<file path="src/rtl/keypad_pkg.sv">
// keypad_pkg: shared constants for the 4x4 matrix keypad scanner.
// Holds the scanner state codes, the row/column key map, and small helpers
// for classifying a sampled row pattern.
package keypad_pkg;

  localparam int NUM_ROWS = 4;
  localparam int NUM_COLS = 4;

  // Scanner states, kept as plain constants so older tooling can read them.
  localparam logic [1:0] SCAN     = 2'd0;
  localparam logic [1:0] DEBOUNCE = 2'd1;
  localparam logic [1:0] HELD     = 2'd2;
  localparam logic [1:0] RELEASE  = 2'd3;

  // Hex code printed on each key, indexed [row][col].
  localparam logic [3:0] KEY_MAP [NUM_ROWS][NUM_COLS] = '{
    '{4'h1, 4'h2, 4'h3, 4'hA},
    '{4'h4, 4'h5, 4'h6, 4'hB},
    '{4'h7, 4'h8, 4'h9, 4'hC},
    '{4'hE, 4'h0, 4'hF, 4'hD}
  };

  // True when exactly one active-low row line is pulled down.
  function automatic logic single_low(input logic [NUM_ROWS-1:0] r);
    int zeros;
    zeros = 0;
    for (int i = 0; i < NUM_ROWS; i++) begin
      if (!r[i]) zeros++;
    end
    return (zeros == 1);
  endfunction

  // Index of the lowest row line that is pulled down.
  function automatic logic [1:0] low_index(input logic [NUM_ROWS-1:0] r);
    logic [1:0] idx;
    idx = 2'd0;
    for (int i = NUM_ROWS - 1; i >= 0; i--) begin
      if (!r[i]) idx = 2'(i);
    end
    return idx;
  endfunction

endpackage

</file>
<file path="src/rtl/sync_2ff.sv">
// sync_2ff: two-flop synchronizer for signals arriving asynchronously to clk.
// Resets to all-ones so idle pulled-up lines read as inactive from the start.
module sync_2ff #(
  parameter int WIDTH = 1
) (
  input  logic             clk,
  input  logic             reset,
  input  logic [WIDTH-1:0] d,
  output logic [WIDTH-1:0] q
);

  logic [WIDTH-1:0] meta;

  // Two back-to-back flops give the first stage a full cycle to settle.
  always_ff @(posedge clk or posedge reset) begin
    if (reset) begin
      meta <= '1;
      q    <= '1;
    end else begin
      meta <= d;
      q    <= meta;
    end
  end

endmodule

</file>
<file path="src/rtl/keypad_scanner.sv">
// keypad_scanner: scans a 4x4 active-low matrix keypad, debounces press and
// release, and reports the hex code of each accepted key with a one-cycle
// key_valid strobe. key_held stays high for as long as the key is down.
// Optional build macro KEYPAD_AUTOREPEAT_EN re-strobes key_valid every
// REPEAT_CYCLES while a key is held.
module keypad_scanner
  import keypad_pkg::*;
#(
  parameter int SCAN_DIV        = 24000,
  parameter int DEBOUNCE_CYCLES = 480000,
  parameter int REPEAT_CYCLES   = 4800000
) (
  input  logic       clk,
  input  logic       reset,
  input  logic [3:0] rows,
  output logic [3:0] cols,
  output logic [3:0] key,
  output logic       key_valid,
  output logic       key_held
);

  localparam int CNT_MAX = (SCAN_DIV > DEBOUNCE_CYCLES) ? SCAN_DIV : DEBOUNCE_CYCLES;
  localparam int CNT_W   = $clog2(CNT_MAX);
  localparam logic [CNT_W-1:0] SCAN_LAST = CNT_W'(SCAN_DIV - 1);
  localparam logic [CNT_W-1:0] DEB_LAST  = CNT_W'(DEBOUNCE_CYCLES - 1);

  logic [1:0]       state;
  logic [1:0]       col_idx;
  logic [1:0]       row_idx;
  logic [CNT_W-1:0] cnt;
  logic [3:0]       rows_s;
  logic [3:0]       row_pattern;
  logic             repeat_fire;

  sync_2ff #(.WIDTH(NUM_ROWS)) u_rows_sync (
    .clk   (clk),
    .reset (reset),
    .d     (rows),
    .q     (rows_s)
  );

  // The column index only moves while scanning, so the drive freezes on its own.
  assign cols        = ~(4'b0001 << col_idx);
  assign row_pattern = ~(4'b0001 << row_idx);

`ifdef KEYPAD_AUTOREPEAT_EN
  localparam int RPT_W = $clog2(REPEAT_CYCLES);
  localparam logic [RPT_W-1:0] RPT_LAST = RPT_W'(REPEAT_CYCLES - 1);

  logic [RPT_W-1:0] rpt_cnt;

  assign repeat_fire = (state == HELD) && !rows_s[row_idx] && (rpt_cnt == RPT_LAST);

  // Repeat timer runs only while the key stays down in HELD; anything else zeroes it.
  always_ff @(posedge clk or posedge reset) begin
    if (reset) begin
      rpt_cnt <= '0;
    end else if ((state == HELD) && !rows_s[row_idx]) begin
      rpt_cnt <= (rpt_cnt == RPT_LAST) ? '0 : rpt_cnt + 1'b1;
    end else begin
      rpt_cnt <= '0;
    end
  end
`else
  assign repeat_fire = 1'b0;
`endif

  // Scan / debounce / hold / release sequencing and the key output registers.
  always_ff @(posedge clk or posedge reset) begin
    if (reset) begin
      state     <= SCAN;
      col_idx   <= 2'd0;
      row_idx   <= 2'd0;
      cnt       <= '0;
      key       <= 4'h0;
      key_valid <= 1'b0;
      key_held  <= 1'b0;
    end else begin
      key_valid <= 1'b0;
      case (state)
        SCAN: begin
          if (cnt == SCAN_LAST) begin
            cnt <= '0;
            if (single_low(rows_s)) begin
              row_idx <= low_index(rows_s);
              state   <= DEBOUNCE;
            end else begin
              col_idx <= col_idx + 2'd1;
            end
          end else begin
            cnt <= cnt + 1'b1;
          end
        end
        DEBOUNCE: begin
          if (rows_s != row_pattern) begin
            cnt   <= '0;
            state <= SCAN;
          end else if (cnt == DEB_LAST) begin
            cnt       <= '0;
            key       <= KEY_MAP[row_idx][col_idx];
            key_valid <= 1'b1;
            key_held  <= 1'b1;
            state     <= HELD;
          end else begin
            cnt <= cnt + 1'b1;
          end
        end
        HELD: begin
          if (rows_s[row_idx]) begin
            cnt   <= '0;
            state <= RELEASE;
          end else if (repeat_fire) begin
            key_valid <= 1'b1;
          end
        end
        RELEASE: begin
          if (!rows_s[row_idx]) begin
            cnt   <= '0;
            state <= HELD;
          end else if (cnt == DEB_LAST) begin
            cnt      <= '0;
            key_held <= 1'b0;
            col_idx  <= col_idx + 2'd1;
            state    <= SCAN;
          end else begin
            cnt <= cnt + 1'b1;
          end
        end
        default: begin
          cnt   <= '0;
          state <= SCAN;
        end
      endcase
    end
  end

endmodule

</file>
<file path="config.mk">
export PLATFORM = sky130hd
export DESIGN_NAME = keypad_scanner
export DESIGN_NICKNAME = d
export VERILOG_FILES = /design/src/rtl/keypad_pkg.sv /design/src/rtl/sync_2ff.sv /design/src/rtl/keypad_scanner.sv
export SDC_FILE = /design/constraint.sdc
export NUM_CORES = 1
export LEC_CHECK = 0
export BUFFER_PORTS_ARGS = -buffer_cell sky130_fd_sc_hd__buf_2
export CORE_MARGIN = 2
export CORE_UTILIZATION = 50
export CTS_BUF_LIST = sky130_fd_sc_hd__clkbuf_8
export DETAILED_ROUTE_END_ITERATION = 6
export HOLD_SLACK_MARGIN = 0.12
export PLACE_DENSITY = 0.69
export SETUP_SLACK_MARGIN = 0.15
export SKIP_LAST_GASP = 1
export SYNTH_ARGS = -nofsm -noshare
export SYNTH_HDL_FRONTEND = slang
export SYNTH_HIERARCHICAL = 1
export SYNTH_SLANG_ARGS = --single-unit
</file>
<file path="constraint.sdc">
create_clock -name clk -period 3 [get_ports clk]
set_input_delay 0.45 -clock clk [delete_from_list [all_inputs] [get_ports clk]]
set_output_delay 0.45 -clock clk [all_outputs]
set_load 0.1 [all_outputs]
</file>
==> summary.txt, run 1 <==
Global route
  • First-pass GRT wire length: approximately 6.5 mm
  • GRT Residual Overflow: 0
  • M1 GR Usage: around a quarter
  • Vias in the first global route: about 1,400
  • Total global-route track usage: 17.1%
  • Met2 Use GR: between 20% and 30%
  • M3 GR Usage: under 10%
  • GR peak layer: met1
  • Initial antenna violation count: 0
  • Largest net degree at the start of global routing: 32

Die
  • Core Region: 4060 um^2
  • Die area: between 4000 and 5000 um^2
  • Chip width: a little under 70 um
  • Initial Util: about 53%
  • FP Rows: 23
  • IO Pins: 16
  • Die Y: 69.3 um

STA
  • Post-route clock period utilization: a little under nine tenths
  • Hold Vio Cnt, Final: 0
  • # setup viols final: 0
  • Fmax: around 390 MHz
  • Setup Skew: between 0.003 and 0.004 ns
  • Worst-Margin Slew: ~0.60 ns
  • Max-slew headroom: between 50% and 60%
  • Tmin final: 2.58 ns
  • Max Slew Vio Count: 0
  • RSZ-0062 raised after global routing: no
  • Setup TNS: 0 ns

Routing
  • Total wire length: 3.87 mm
  • Routed vias: 1,515
  • DR pass1 iterations: 4
  • Drt via density: ~5.3
  • Antenna Nets Post-Route: 0
  • DR iter-0 viols: 136
  • WL/cell: around 14 um
  • DR DRC count: 0

Outcome
  • Outcome: completed

Logic synthesis
  • Post-Syn Area: about 2100 um^2
  • Warnings from Yosys: 6
  • Syn Area/Cell: ~9.7 um^2
  • Cells after synthesis: ~220
  • Top_reg_cell synth: dfrtp_1
  • Async set-reset flop share out of synthesis: 100%
  • #FFs+latches synth: 39
  • Post-synth cell types: 44
  • Yosys top cell area share: between 30% and 40%
  • Top cells by count, synth: dfrtp_1, nor2_1, inv_1, xor2_1, nand2_1
  • Top-count cell post-synth: dfrtp_1
  • Largest cells by area after synthesis: dfrtp_1, dfstp_2, xor2_1
  • Post-synth EDFFs: 0
  • Area leader, netlist: dfrtp_1
  • Seq/Total Area, Yosys: between 40% and 50%
  • Syn nets: between 200 and 250

Power and ir drop
  • Max rail drop VDD: approximately 0.22 mV
  • Cell leakage power: about 1.1 nW
  • PwrDens: 400 nW/um^2

Finish
  • Nets@finish: roughly 250
  • Area grow syn2layout: 9.69%
  • Final Util: between 50% and 60%
  • Ratio of cells with drive above 1 in the final layout: between 10% and 20%
  • Fill count: about 360
  • N_diodes: 0

Clocking
  • H-tree lvl count: 2
  • Setup Buffers After CTS: 0
  • Clk_lat worst skew: just under 0.3 ns
  • Hold_buf cts: 0
  • Root Buffer: clkbuf_8
  • TritonCTS clock tree: done
  • Post-CTS Resized: 0
  • Clock transition at the registers of the reported paths: around 0.080 ns
  • CTS sink cnt: 39
  • CTS Buf Count: 5
  • Longest Clk Path Bufs: 2

Critical path
  • Worst setup SP type: flop
  • Worst Path Required: around 3.2 ns
  • Critical-path cell list: inv_1 -> ha_1 -> xnor2_1 -> ha_1 -> o41ai_2 -> nand2_1 -> mux2_2
  • Crit-path max FO: 7
  • Slowest stage delay, CP: a little under 0.6 ns
  • Critical Path Sink Type: flop
  • Slowest-stage cell, CP: dfstp_2
  • Cell mode on critical path: ha_1
  • Critical Path AT: about 2.8 ns
  • Crit path kind: reg -> reg
  • Reg2reg setup slack: around 0.42 ns

Placed design
  • Placed wire-length estimate: ~2.7 mm
  • Placer congestion estimate: 0.767
  • Port bufs: 15

Flow run
  • Max-Cap Viols: 0

Min path
  • Worst hold path class: in -> async
report_power, final:
part | leakage [nW] | total (mW) | internal, mW | switching [mW]
Combinational | 0.537 | 0.0426 | 0.0167 | 0.0260
Sequential | 0.503 | 0.541 | 0.535 | 0.00604
Clock | 0.0402 | 0.352 | 0.162 | 0.190
area by class of cell:
| type | instances | area [um^2] | share of cell area, % |
|---|---|---|---|
| multi-input combinational | 154 | 1040 | 44.4 |
| sequential | 39 | 986 | 42.2 |
| timing repair buffer | 18 | 97.6 | 4.18 |
| clock buffer | 5 | 68.8 | 2.94 |
| inverter | 17 | 63.8 | 2.73 |
| tap | 50 | 62.6 | 2.68 |
| clock inverter | 3 | 20.0 | 0.857 |
per-layer routing:
| metal | routed length [um] | share of wire (%) |
|---|---|---|
| met5 | 0 | 0 |
| met4 | 55 | 1.4 |
| met3 | 132 | 3.4 |
| met2 | 1690 | 44 |
| met1 | 1990 | 51 |
worst paths after layout:
path,start,endpoint,cells after the start
hold reg to reg,u_rows_sync/meta[1]$_DFF_PP1_,u_rows_sync/q[1]$_DFF_PP1_,0
hold / removal,reset,key[3]$_DFFE_PP0P_,3
setup reg to reg,u_rows_sync/q[0]$_DFF_PP1_,row_idx[1]$_DFFE_PP0P_,7
setup / recovery,u_rows_sync/q[0]$_DFF_PP1_,row_idx[1]$_DFFE_PP0P_,7
max in group asynchronous,reset,key_held$_DFFE_PP0P_,3
min in group clk,rows[3],u_rows_sync/meta[3]$_DFF_PP1_,1
sequential cells by signal, indices dropped and copies added, names as in the netlist:
| register | cells |
|---|---|
| col_idx | 2 |
| u_rows_sync/meta | 4 |
| state | 2 |
| key | 4 |
| cnt | 19 |
| key_held | 1 |
| key_valid | 1 |
| row_idx | 2 |
| u_rows_sync/q | 4 |
critical path, delay by kind of cell (launching register included):
kind,cells,cell delay [ns]
AND/OR/NAND/NOR,1,0.18
buffers and inverters,1,0.08
AO/OA/AOI/OAI,1,0.41
XOR/XNOR,1,0.29
adder cells (fa/ha/maj),2,0.62
flip-flops,1,0.59
multiplexers,1,0.30
cell families (layout without fill, tap and decap cells):
kind of cell | count (synthesis) | after routing | synth area share, %
AO/OA/AOI/OAI | 30 | 30 | 9.57
buffers and inverters | 26 | 43 | 5.34
AND/OR/NAND/NOR | 85 | 85 | 19.9
flip-flops | 39 | 39 | 46.3
multiplexers | 9 | 9 | 5.17
adder cells (fa/ha/maj) | 8 | 8 | 4.70
XOR/XNOR | 22 | 22 | 9.04
stage by stage:
step                cell area (um^2)  worst slack [ns]  std cells  hold slack, ns  power (mW)
floorplan                       2130             0.643        219           0.345       0.579
global placement                2240             0.519        278           0.346       0.590
detailed placement              2240             0.464        278           0.347       0.591
CTS                             2330             0.376        286           0.242       0.946
global route                    2340             0.243        286           0.237       0.976
finish                          2340             0.420        286           0.230       0.936
cells in the final DEF (no fill, tap or decap), types with 3 or more instances in the layout:
cell type	instances
a21oi_1	8
buf_2	15
buf_4	3
clkbuf_8	5
dfrtp_1	31
dfstp_2	8
ha_1	8
inv_1	17
mux2_2	6
nand2_1	16
nand3_1	7
nand4_1	10
nor2_1	30
nor2b_1	3
o21ai_0	6
xnor2_1	5
xor2_1	17
Note: power is estimated with default switching activity, not from simulation.
==> run 2, diff against run 1 <==
- BUFFER_PORTS_ARGS: -buffer_cell sky130_fd_sc_hd__buf_2 -> -buffer_cell sky130_fd_sc_hd__buf_4
- HOLD_SLACK_MARGIN: 0.12 -> 0.08
- clock period: 3 -> 2.65 ns (I/O delays scaled with it)
==> run 2 against run 1 <==
Compared with the run above: sequential power up 13%; cell count up 1.0%; register-to-register slack worse by 0.20 ns; final area up 3.0%; worst hold slack worse by 0.037 ns; setup slack worse by 0.20 ns; critical path depth unchanged; die area unchanged; global-route usage up 1.3 points; non-clock buffer count up 3; wire length up 3.2%; total power up 13%; critical endpoint unchanged; largest cell class unchanged; highest routed layer unchanged.
==> summary.txt, run 2 (same netlist as run 1, synthesis figures left out) <==
Finish
  • Commonest non-fill, non-tap cell in the layout: dfrtp_1
  • Max reg flops: 19
  • Ratio of cells with drive above 1 in the final layout: 20.5%
  • Area grow syn2layout: 13.0%
  • Finished Cell Area: 2410 um^2
  • Final Util: between 50% and 60%
  • Nets@finish: between 200 and 300
  • Highest-count cells in the layout ignoring fill and taps: dfrtp_1, nor2_1, buf_4, inv_1, xor2_1
  • N_diodes: 0
  • Largest Register: cnt

Critical path
  • Reg-to-reg critical path startpoint: u_rows_sync/q[0]$_DFF_PP1_
  • Reg2reg setup slack: roughly 0.22 ns
  • Worst Path Required: 2.83 ns
  • Crit path kind: reg -> reg
  • Crit-path max FO: 7
  • Worst setup SP type: flop
  • Critical Path AT: between 2 and 3 ns
  • Critical Path Sink Type: flop
  • Worst Setup EP: row_idx[1]$_DFFE_PP0P_
  • CP Launch Point: u_rows_sync/q[0]$_DFF_PP1_
  • R2R Path End: row_idx[1]$_DFFE_PP0P_
  • Reg2Reg Depth: 7

Global route
  • Vias in the first global route: approximately 1,600
  • Largest net degree at the start of global routing: 32
  • GRT Residual Overflow: 0
  • Total global-route track usage: a little under a fifth
  • Initial antenna violation count: 0
  • First-pass GRT wire length: 7.09 mm

Routing
  • WL/cell: approximately 14 um
  • DR DRC count: 0
  • Routed vias: about 1,600
  • DR iter-0 viols: 120
  • Total wire length: roughly 4.0 mm
  • DR pass1 iterations: 4
  • Antenna Nets Post-Route: 0
  • Drt via density: between 5 and 6

Die
  • Die area: 4800 um^2
  • Chip width: a little under 70 um
  • Initial Util: between 50% and 60%
  • Die Y: roughly 69 um
  • FP Rows: 23
  • Core Region: about 4000 um^2
  • IO Pins: 16

Placed design
  • Placer congestion estimate: approximately 0.75
  • Placed Area: between 2000 and 2500 um^2
  • Placed wire-length estimate: about 2.9 mm
  • Port bufs: 15

STA
  • Fmax: slightly above 400 MHz
  • Setup Skew: a little over 0.004 ns
  • Worst-Margin Slew: 0.619 ns
  • # setup viols final: 0
  • RSZ-0062 raised after global routing: no
  • Tmin final: 2.43 ns
  • Post-route clock period utilization: approximately 90%
  • Max Slew Vio Count: 0
  • Setup TNS: 0 ns
  • Hold Vio Cnt, Final: 0
  • Max-slew headroom: 58.2%

Outcome
  • Outcome: completed

Power and ir drop
  • Max rail drop VDD: 0.360 mV
  • PwrDens: between 400 and 500 nW/um^2
  • Cell leakage power: 1.11 nW

Min path
  • Worst hold path class: in -> async

Clocking
  • Hold_buf cts: 0
  • Root Buffer: clkbuf_8
  • H-tree lvl count: 2
  • TritonCTS clock tree: done
  • Longest Clk Path Bufs: 2
  • Clock transition at the registers of the reported paths: about 0.070 ns
  • CTS sink cnt: 39
  • Clk_lat worst skew: slightly below 0.3 ns
  • CTS Buf Count: 5

Flow run
  • Max-Cap Viols: 0
==> run 2: changes by cell type in the layout (fill, tap and decap cells not counted), sizes merged <==
| cell | delta |
|---|---|
| buf | +3 |
| inv | +1 |
| clkinvlp | -1 |
==> run 2: what timing repair did <==
action,4_1_cts,5_1_grt
resized for setup,2,1
pin swaps,0,2
hold endpoints to repair,0,0
setup endpoints to repair,2,2
buffers inserted,0,2
==> run 2: how the worst min path moves through the flow <==
stage                                   from                       endpoint  slack (ns)  depth (start not counted)
6_report                               reset             key[1]$_DFFE_PP0P_        0.19                          3
5_1_grt                              rows[2]  u_rows_sync/meta[2]$_DFF_PP1_        0.19                          1
4_1_cts                              rows[2]  u_rows_sync/meta[2]$_DFF_PP1_        0.19                          1
3_5_place_dp   u_rows_sync/meta[2]$_DFF_PP1_     u_rows_sync/q[2]$_DFF_PP1_        0.35                          0
3_3_place_gp   u_rows_sync/meta[0]$_DFF_PP1_     u_rows_sync/q[0]$_DFF_PP1_        0.35                          0
2_1_floorplan  u_rows_sync/meta[0]$_DFF_PP1_     u_rows_sync/q[0]$_DFF_PP1_        0.35                          0
==> run 2: worst max-delay path: stages (launching register included) <==
cell,delay [ns]
dfstp_2,0.59
inv_1,0.07
ha_1,0.34
xnor2_2,0.16
ha_1,0.31
o41ai_2,0.41
nand2_1,0.16
mux2_2,0.29
==> run 2: area by class of cell <==
class	instances	area [um^2]
fill	358	1650
inverter	17	63.8
tap	50	62.6
timing repair buffer	21	158
clock buffer	5	68.8
clock inverter	3	16.3
sequential	39	986
multi-input combinational	154	1050
==> run 2: metrics by stage <==
step	setup WS (ns)	power [mW]	hold WS, ns	cells
finish	0.220	1.05	0.193	289
global route	0.153	1.10	0.187	289
CTS	0.226	1.07	0.194	287
detailed placement	0.134	0.672	0.347	279
global placement	0.173	0.670	0.346	279
floorplan	0.293	0.656	0.345	219
==> run 2: power by group <==
part | total [mW] | internal (mW) | switching, mW | leakage (nW)
Clock | 0.385 | 0.180 | 0.205 | 0.0453
Combinational | 0.0559 | 0.0252 | 0.0307 | 0.567
Sequential | 0.613 | 0.606 | 0.00715 | 0.503
Total | 1.05 | 0.811 | 0.243 | 1.11
==> run 2: routing by layer <==
layer | vias to the layer above | part of all wire [%] | track usage (%) | wire length (um)
li1 | 786 | - | - | -
met1 | 743 | 50 | 25.7 | 2000
met2 | 29 | 44 | 28.0 | 1770
met3 | 5 | 4.1 | 4.80 | 162
met4 | 0 | 1.4 | 6.10 | 56
met5 | - | 0 | 0 | 0
